### config.mk
export PLATFORM = sky130hd
export DESIGN_NAME = fifo_pop_arbiter
export DESIGN_NICKNAME = d
export VERILOG_FILES = /design/src/rtl/fifo_pop_arbiter_pkg.sv /design/src/rtl/fifo_pop_arbiter_rr_grant4.sv /design/src/rtl/fifo_pop_arbiter.sv
export SDC_FILE = /design/constraint.sdc
export NUM_CORES = 1
export LEC_CHECK = 0
export BUFFER_PORTS_ARGS = -buffer_cell sky130_fd_sc_hd__buf_2
export CAP_MARGIN = 10
export CELL_PAD_IN_SITES_DETAIL_PLACEMENT = 0
export CELL_PAD_IN_SITES_GLOBAL_PLACEMENT = 1
export CORE_MARGIN = 2
export CORE_UTILIZATION = 34
export CTS_BUF_LIST = sky130_fd_sc_hd__clkbuf_16
export DETAILED_ROUTE_END_ITERATION = 8
export GPL_TIMING_DRIVEN = 0
export PLACE_DENSITY = 0.89
export SYNTH_ARGS = -nofsm -noshare
export SYNTH_HDL_FRONTEND = slang
export SYNTH_SLANG_ARGS = --single-unit
### constraint.sdc
create_clock -name clk -period 6.6 [get_ports clk]
set_clock_uncertainty 0.1 [all_clocks]
set_input_delay 1.32 -clock clk [delete_from_list [all_inputs] [get_ports clk]]
set_output_delay 1.32 -clock clk [all_outputs]
set_load 0.01 [all_outputs]
### src/rtl/fifo_pop_arbiter_pkg.sv
`default_nettype none
// ============================================================================
// Module      : fifo_pop_arbiter_pkg
// Description : Shared constants, state encoding and helpers for the
//               four-port FIFO pop arbiter.
// Revision    : 1.0 - initial release
// ============================================================================
package fifo_pop_arbiter_pkg;

    localparam int N_PORTS  = 4;
    localparam int DATA_W   = 10;
    localparam int CNT_W    = 5;
    localparam int IDX_W    = 2;
    localparam int DEST_MSB = DATA_W - 1;
    localparam int DEST_LSB = DATA_W - 2;

    typedef enum logic [1:0] {
        ST_IDLE   = 2'd0,
        ST_ACTIVE = 2'd1,
        ST_PAUSE  = 2'd2
    } state_t;

    function automatic logic [IDX_W-1:0] dest_of(input logic [DATA_W-1:0] word);
        return word[DEST_MSB:DEST_LSB];
    endfunction

endpackage
`default_nettype wire

### src/rtl/fifo_pop_arbiter_rr_grant4.sv
`default_nettype none
// ============================================================================
// Module      : rr_grant4
// Description : Combinational 4-way round-robin picker; the search starts at
//               the port after the last one granted.
// Revision    : 1.0 - initial release
// ============================================================================
module rr_grant4
    import fifo_pop_arbiter_pkg::*;
(
    input  logic [N_PORTS-1:0] req,
    input  logic [IDX_W-1:0]   last,
    output logic [N_PORTS-1:0] gnt,
    output logic [IDX_W-1:0]   gnt_idx
);

    always_comb begin
        logic [IDX_W-1:0] w_idx;
        w_idx   = last;
        gnt_idx = last;
        // Walk from farthest to nearest so the nearest requester wins.
        for (int k = N_PORTS; k >= 1; k--) begin
            w_idx = last + IDX_W'(k);
            if (req[w_idx]) begin
                gnt_idx = w_idx;
            end
        end
        gnt = '0;
        if (|req) begin
            gnt[gnt_idx] = 1'b1;
        end
    end

endmodule
`default_nettype wire

### src/rtl/fifo_pop_arbiter.sv
`default_nettype none
// ============================================================================
// Module      : fifo_pop_arbiter
// Description : Round-robin drain of four ingress FIFOs into four egress
//               FIFOs selected by the word's destination field.
// Revision    : 1.0 - initial release
// ============================================================================
module fifo_pop_arbiter
    import fifo_pop_arbiter_pkg::*;
(
    input  logic                clk,
    input  logic                rst,
    input  logic [N_PORTS-1:0]  in_empty,
    input  logic [DATA_W-1:0]   in_data0,
    input  logic [DATA_W-1:0]   in_data1,
    input  logic [DATA_W-1:0]   in_data2,
    input  logic [DATA_W-1:0]   in_data3,
    input  logic [N_PORTS-1:0]  out_alm_full,
    output logic [N_PORTS-1:0]  pop,
    output logic [N_PORTS-1:0]  push,
    output logic [DATA_W-1:0]   out_data,
    output logic                idle,
    output logic [CNT_W-1:0]    cnt0,
    output logic [CNT_W-1:0]    cnt1,
    output logic [CNT_W-1:0]    cnt2,
    output logic [CNT_W-1:0]    cnt3
);

    state_t             state_q, state_d;
    logic               vld_q, vld_d;
    logic [IDX_W-1:0]   src_q, src_d;
    logic [IDX_W-1:0]   last_q, last_d;

    logic               w_stall;
    logic               w_any_req;
    logic               w_pop_en;
    logic [N_PORTS-1:0] w_gnt;
    logic [IDX_W-1:0]   w_gnt_idx;
    logic [N_PORTS-1:0] w_pop;
    logic [DATA_W-1:0]  w_word;
    logic [CNT_W-1:0]   w_cnt [N_PORTS];

    assign w_stall   = |out_alm_full;
    assign w_any_req = ~&in_empty;

    rr_grant4 u_rr_grant4 (
        .req     (~in_empty),
        .last    (last_q),
        .gnt     (w_gnt),
        .gnt_idx (w_gnt_idx)
    );

    always_ff @(posedge clk or posedge rst) begin
        if (rst) begin
            state_q <= ST_IDLE;
            vld_q   <= 1'b0;
            src_q   <= '0;
            last_q  <= IDX_W'(N_PORTS - 1);
        end else begin
            state_q <= state_d;
            vld_q   <= vld_d;
            src_q   <= src_d;
            last_q  <= last_d;
        end
    end

    always_comb begin
        state_d = state_q;
        unique case (state_q)
            ST_IDLE: begin
                if (w_any_req) begin
                    state_d = w_stall ? ST_PAUSE : ST_ACTIVE;
                end
            end
            ST_ACTIVE: begin
                if (w_stall) begin
                    state_d = ST_PAUSE;
                end else if (!w_any_req) begin
                    state_d = ST_IDLE;
                end
            end
            ST_PAUSE: begin
                if (!w_stall) begin
                    state_d = w_any_req ? ST_ACTIVE : ST_IDLE;
                end
            end
            default: state_d = ST_IDLE;
        endcase

        // Popping in the entry cycle lets a word leave the FIFO the same
        // cycle the request or stall release is seen; reset suppresses it.
        w_pop_en = ~rst & ~w_stall &
                   ((state_q == ST_ACTIVE) | (state_d == ST_ACTIVE));
        w_pop    = w_pop_en ? w_gnt : '0;
        idle     = (state_q == ST_IDLE);
    end

    assign pop = w_pop;

    always_comb begin
        vld_d  = |w_pop;
        src_d  = src_q;
        last_d = last_q;
        if (|w_pop) begin
            src_d  = w_gnt_idx;
            last_d = w_gnt_idx;
        end
    end

    // The FIFO output register presents the popped word one cycle after pop.
    always_comb begin
        unique case (src_q)
            2'd0:    w_word = in_data0;
            2'd1:    w_word = in_data1;
            2'd2:    w_word = in_data2;
            default: w_word = in_data3;
        endcase
        push     = '0;
        out_data = '0;
        if (vld_q) begin
            push[dest_of(w_word)] = 1'b1;
            out_data              = w_word;
        end
    end

    generate
        for (genvar j = 0; j < N_PORTS; j++) begin : g_cnt
            logic [CNT_W-1:0] cnt_q, cnt_d;

            always_comb begin
                cnt_d = cnt_q + CNT_W'(push[j]);
            end

            always_ff @(posedge clk or posedge rst) begin
                if (rst) begin
                    cnt_q <= '0;
                end else begin
                    cnt_q <= cnt_d;
                end
            end

            assign w_cnt[j] = cnt_q;
        end
    endgenerate

    assign cnt0 = w_cnt[0];
    assign cnt1 = w_cnt[1];
    assign cnt2 = w_cnt[2];
    assign cnt3 = w_cnt[3];

endmodule
`default_nettype wire

### Word-level counts from Yosys, hierarchy flattened

Cells that the tools add are included.
W data, S select, Z words.

| word-level totals | value |
|---|---|
| bits in registers | 27 |
| input bits | 50 |
| output and inout bits | 39 |
| word-level logic and storage cells | 66 |

| operators by class | value |
|---|---|
| add/sub/neg operators | 7 |
| magnitude comparators | 7 |
| equality and inequality tests | 5 |
| muxes and demuxes | 25 |
| bitwise logic cells | 6 |
| reduce and logical (&&, ||, !) cells | 8 |

Operators by type and width:

| operator | count |
|---|---|
| $pmux W10 S3 | 1 |
| $add A5 B1 Y5 | 4 |
| $mux W2 | 8 |
| $lt A2 B3 Y1 const B | 5 |
| $mux W4 | 3 |
| $reduce_or A4 Y1 | 3 |
| $mux W10 | 1 |
| $bmux W1 S2 | 3 |
| $eq A2 B1 Y1 const B | 3 |
| $mux W1 | 6 |
| $pmux W2 S3 | 1 |
| $add A2 B2 Y2 const B | 2 |
| $demux W1 S2 | 2 |
| $eq A2 B2 Y1 const B | 2 |
| $ge A2 B1 Y1 const B | 2 |
| $logic_not A2 Y1 | 2 |
| $not A4 Y4 | 1 |
| $reduce_and A4 Y1 | 1 |
| $add A2 B1 Y2 const B | 1 |
| $and A1 B1 Y1 | 2 |
| $logic_and A1 B1 Y1 | 2 |
| $not A1 Y1 | 2 |
| $or A1 B1 Y1 | 1 |

### Logic depth before layout (Yosys ltp)

| depth | value |
|---|---|
| word-level depth | 13 |
| depth in mapped cells | 8 |
| gate-level depth less buffers | 7 |

### Hierarchy

From an unflattened synthesis, not the netlist that was laid out.

| second synthesis, totals | value |
|---|---|
| cell total of the unflattened synthesis | 130 |
| area total of the unflattened synthesis | 1,591.5 µm² |

Modules (own cells, without submodules):

| module | instances | cells an instance | area each (µm²) | sequential area each (µm²) |
|---|---|---|---|---|
| fifo_pop_arbiter | 1 | 109 | 1,452.6 | 678.2 |
| rr_grant4 | 1 | 21 | 138.9 | 0.0 |

### Worst setup path after synthesis

OpenSTA, ideal clock, no wires.

| timing | value |
|---|---|
| path type | input-to-output |
| start | input out_alm_full[1] |
| end | output pop[0] |
| data arrival time | 2,669 ps |
| data required time | 5,180 ps |
| slack | 2,511 ps |
| cell stages on the path | 4 |
| path buffers | 0 |
| cell sequence | nor4_4 -> nor4b_4 -> or4b_4 -> nor2_1 |

| on the way | value |
|---|---|
| word-level cells in the longest chain between the ends | 8 |
| elaborated cells between the ends (all ways) | 12 |
| those cells by class | 1 x eq/ne; 6 x mux; 4 x bitwise; 1 x reduce/logical |

RTL lines:

| what | line | source |
|---|---|---|
| start: declaration | fifo_pop_arbiter.sv:18 | `input logic [N_PORTS-1:0] out_alm_full,` |
| $reduce_or A4 Y1 * | fifo_pop_arbiter.sv:43 | `assign w_stall = \|out_alm_full;` |
| $mux W2 | fifo_pop_arbiter.sv:72 | `state_d = w_stall ? ST_PAUSE : ST_ACTIVE;` |
| $mux W2 | fifo_pop_arbiter.sv:71 | `if (w_any_req) begin` |
| $pmux W2 S3 | fifo_pop_arbiter.sv:69 | `unique case (state_q)` |
| $eq A2 B1 Y1 | fifo_pop_arbiter.sv:93 | `((state_q == ST_ACTIVE) \| (state_d == ST_ACTIVE));` |
| $or A1 B1 Y1 | fifo_pop_arbiter.sv:93 |  |
| $and A1 B1 Y1 * | fifo_pop_arbiter.sv:92 | `w_pop_en = ~rst & ~w_stall &` |
| $mux W4 * | fifo_pop_arbiter.sv:94 | `w_pop = w_pop_en ? w_gnt : '0;` |
| end: declaration | fifo_pop_arbiter.sv:19 | `output logic [N_PORTS-1:0] pop,` |

Every way passes the cells marked *; elsewhere a longest branch is shown, timed or not.

### Worst setup path in the final report

Ends and elaborated chain as after synthesis.

==> flow_summary.ini <==
[run_status]
run_status = finished, final reports clean

[die]
core_outline_area_mm2 = 0.004294
placement_rows = 24
dieHeight_um = 70.18
initial_core_util_pct = 34.67
die_w_um = 70.18
die_area_mm2 = 0.004925
ios = 89

[global_routing]
grt_antenna_before_repair = 0
grt_use_total_pct = 14.69
via_count_of_the_first_global_routing_pass = 1195
wire_length_of_the_first_global_routing_pass_um = 5851
overflow = 0
pin_count_of_the_biggest_net_entering_global_routing = 28

[critical_path]
worst_ep_required_time_ns = 5.18
slowest_stage_cell_cp = sky130_fd_sc_hd__or4b_4
cp.arrival_ns = 2.96
worst_path_most_repeated_cell = sky130_fd_sc_hd__buf_2
critical_path.top_delay_family = simple AND/OR/NAND/NOR gates
setup.worst_path.end_class = output pin
critical_path.startpoint_type = input pin
crit_chain = buf_2, nor4_4, nor4b_4, or4b_4, nor2_1, buf_2
criticalPathCategory = input pin to output pin
cpPeakStageDelay_ns = 0.54
timing.critical_path.buf_inv = 2
timing.critical_path.fanout_max = 9

[timing]
hold_ws_ns = 0.3644
period_share_pct = 66.31
finalHoldViolations = 0
slew_headroom_pct = 33.29
final_critical_path_setup_slack_ns = 2.224
fmax_ghz = 0.2285
timing_worst_slew_pin_value_ns = 0.9996
grt_setup_unrepaired = no
setup-tns-final_ns = 0
drv_slew = 0
min_period_ns = 4.376
timing.final.setup_violations = 0

[clocking]
root_buffer = sky130_fd_sc_hd__clkbuf_16
post-cts-setup-buffer-count = 0
numCtsBuffers = 3
clock_path_buffers = 2
clk_pin_slew_worst_paths_ns = 0.07
hold_bufs_at_cts = 0
cts-resized-gates = 0
cts_sinks = 27
clk-insertion-delay-late_ns = 0.26
cts_tree = built
cts-htree-levels = 1

[detailed_routing]
detail_route.wirelength_um = 3500
avgRoutedWirePerCell_um = 13.62
vias_per_cell = 4.914
post-route-drc-count = 0
dr.pass1.iters = 4
route.antenna.remaining_nets = 0
detailed_route_via_count = 1263
detail_route.iter0.violations = 73

[cells_and_area]
antenna-diode-count = 0
layout.cells.most_common = sky130_fd_sc_hd__buf_2
layout.filler_cells = 400
share_of_post_route_cells_with_drive_strength_above_1_pct = 54.63
post-route-util_pct = 48.37
num-nets-final = 264
layout_common_cells = sky130_fd_sc_hd__buf_2, sky130_fd_sc_hd__dfrtp_1, sky130_fd_sc_hd__and2_1, sky130_fd_sc_hd__mux4_2
areaGrowthSynthToFinish_pct = 39.50

[yosys]
synth_cells = 113
syn_area_mm2 = 0.001489
syn_avg_cell_area_um2 = 13.18
post_synth_edffs = 0
synth_cell_types = 32
ys_dominant_reg_cell = sky130_fd_sc_hd__dfrtp_1
ys_seq_area_share_pct = 45.55
postSynthNetCount = 171
ys_async_sr_fraction_pct = 100.0
yosys_warnings = 0
yosys_register_bits = 27

[placed_design]
hpwl_um = 2880
post_placement_setup_slack_ns = 2.228
gpl_congestion = 0.7566
port-buffer-count = 88

[hold_path]
min_path_type = register to register

[pwr]
peakVddDrop_mv = 0.1083
power.density_mw_per_mm2 = 245.8
power.leakage_nw = 1.143

[flow_run]
max_cap_violations = 0
==> stage by stage <==
| stage | std cells | power (mW) | cell area (um^2) |
|---|---|---|---|
| global route | 257 | 0.5454 | 2077 |
| global placement | 253 | 0.3732 | 1994 |
| detailed placement | 253 | 0.3792 | 1994 |
| floorplan | 113 | 0.3227 | 1489 |
| finish | 257 | 0.5106 | 2077 |
| CTS | 257 | 0.5183 | 2077 |
==> cell usage after synthesis (2+ instances only) <==
master                     count  area, um^2
sky130_fd_sc_hd__nand3_1       8       40.04
sky130_fd_sc_hd__clkbuf_1      2       7.510
sky130_fd_sc_hd__nor2b_1       2       12.51
sky130_fd_sc_hd__nand2b_1      3       18.77
sky130_fd_sc_hd__dfstp_2       2       52.55
sky130_fd_sc_hd__nor3_1        2       10.01
sky130_fd_sc_hd__dfrtp_1      25       625.6
sky130_fd_sc_hd__inv_1         2       7.510
sky130_fd_sc_hd__xnor2_1       8       70.07
sky130_fd_sc_hd__and2_1       11       68.82
sky130_fd_sc_hd__and3_1        2       12.51
sky130_fd_sc_hd__ha_1          8       100.1
sky130_fd_sc_hd__nor2_1        2       7.510
sky130_fd_sc_hd__xor2_1        4       35.03
sky130_fd_sc_hd__mux2_2        2       22.52
sky130_fd_sc_hd__mux4_2       10       225.2
sky130_fd_sc_hd__o21a_1        2       15.01
sky130_fd_sc_hd__nor3b_1       3       22.52
sky130_fd_sc_hd__nand2_1       2       7.510
==> path summary, 6_finish.rpt <==
path | from | endpoint | slack (ns) | depth (start not counted)
min in group asynchronous | rst | cnt1[1] | 1.22 | 2
worst max-delay path | out_alm_full[1] | pop[0] | 2.22 | 6
worst max register to register | src_q[0] | cnt0[4] | 4.00 | 7
worst min register to register | cnt3[4] | cnt3[4] | 0.36 | 1
max in group asynchronous | rst | vld_q | 4.57 | 2
worst min-delay path | cnt3[4] | cnt3[4] | 0.36 | 1
==> final cells by class <==
class	instances	area (um^2)	share of cell area, %
clock inverter	1	7.507	0.3614
multi-input combinational	81	790.8	38.07
inverter	2	7.507	0.3614
buffer	3	12.51	0.6024
timing repair buffer	88	440.4	21.20
clock buffer	3	75.07	3.614
sequential	27	678.2	32.65
tap	52	65.06	3.133
==> registers in the layout (all words and copies together), names as in the netlist <==
signal   count
state_q      2
cnt2         5
src_q        2
cnt1         5
cnt0         5
cnt3         5
vld_q        1
last_q       2
==> kinds of logic (layout without fill, tap and decap cells) <==
kind of cell	after synthesis	after routing	share of synthesized area (%)
compound gates	7	7	3.109
xor+xnor	12	12	7.059
fa+ha+maj	8	8	6.723
buf+inv	5	97	1.345
flops	27	27	45.55
mux	12	12	16.64
simple gates	42	42	19.58
==> metal layers <==
metal | GRT usage, % | vias up | part of all wire [%]
met3 | 4.473 | 2 | 6.3
li1 | - | 600 | -
met5 | 0 | - | 0
met4 | 1.282 | 0 | 0.23
met1 | 22.24 | 611 | 47
met2 | 21.59 | 50 | 46
==> power breakdown <==
part	switching (mW)	internal, mW	total, mW
registers	0.0204	0.194	0.214
logic	0.0745	0.0856	0.160
clock network	0.0540	0.0822	0.136
total	0.149	0.362	0.511
No activity file was read; power rests on OpenSTA's default activity.
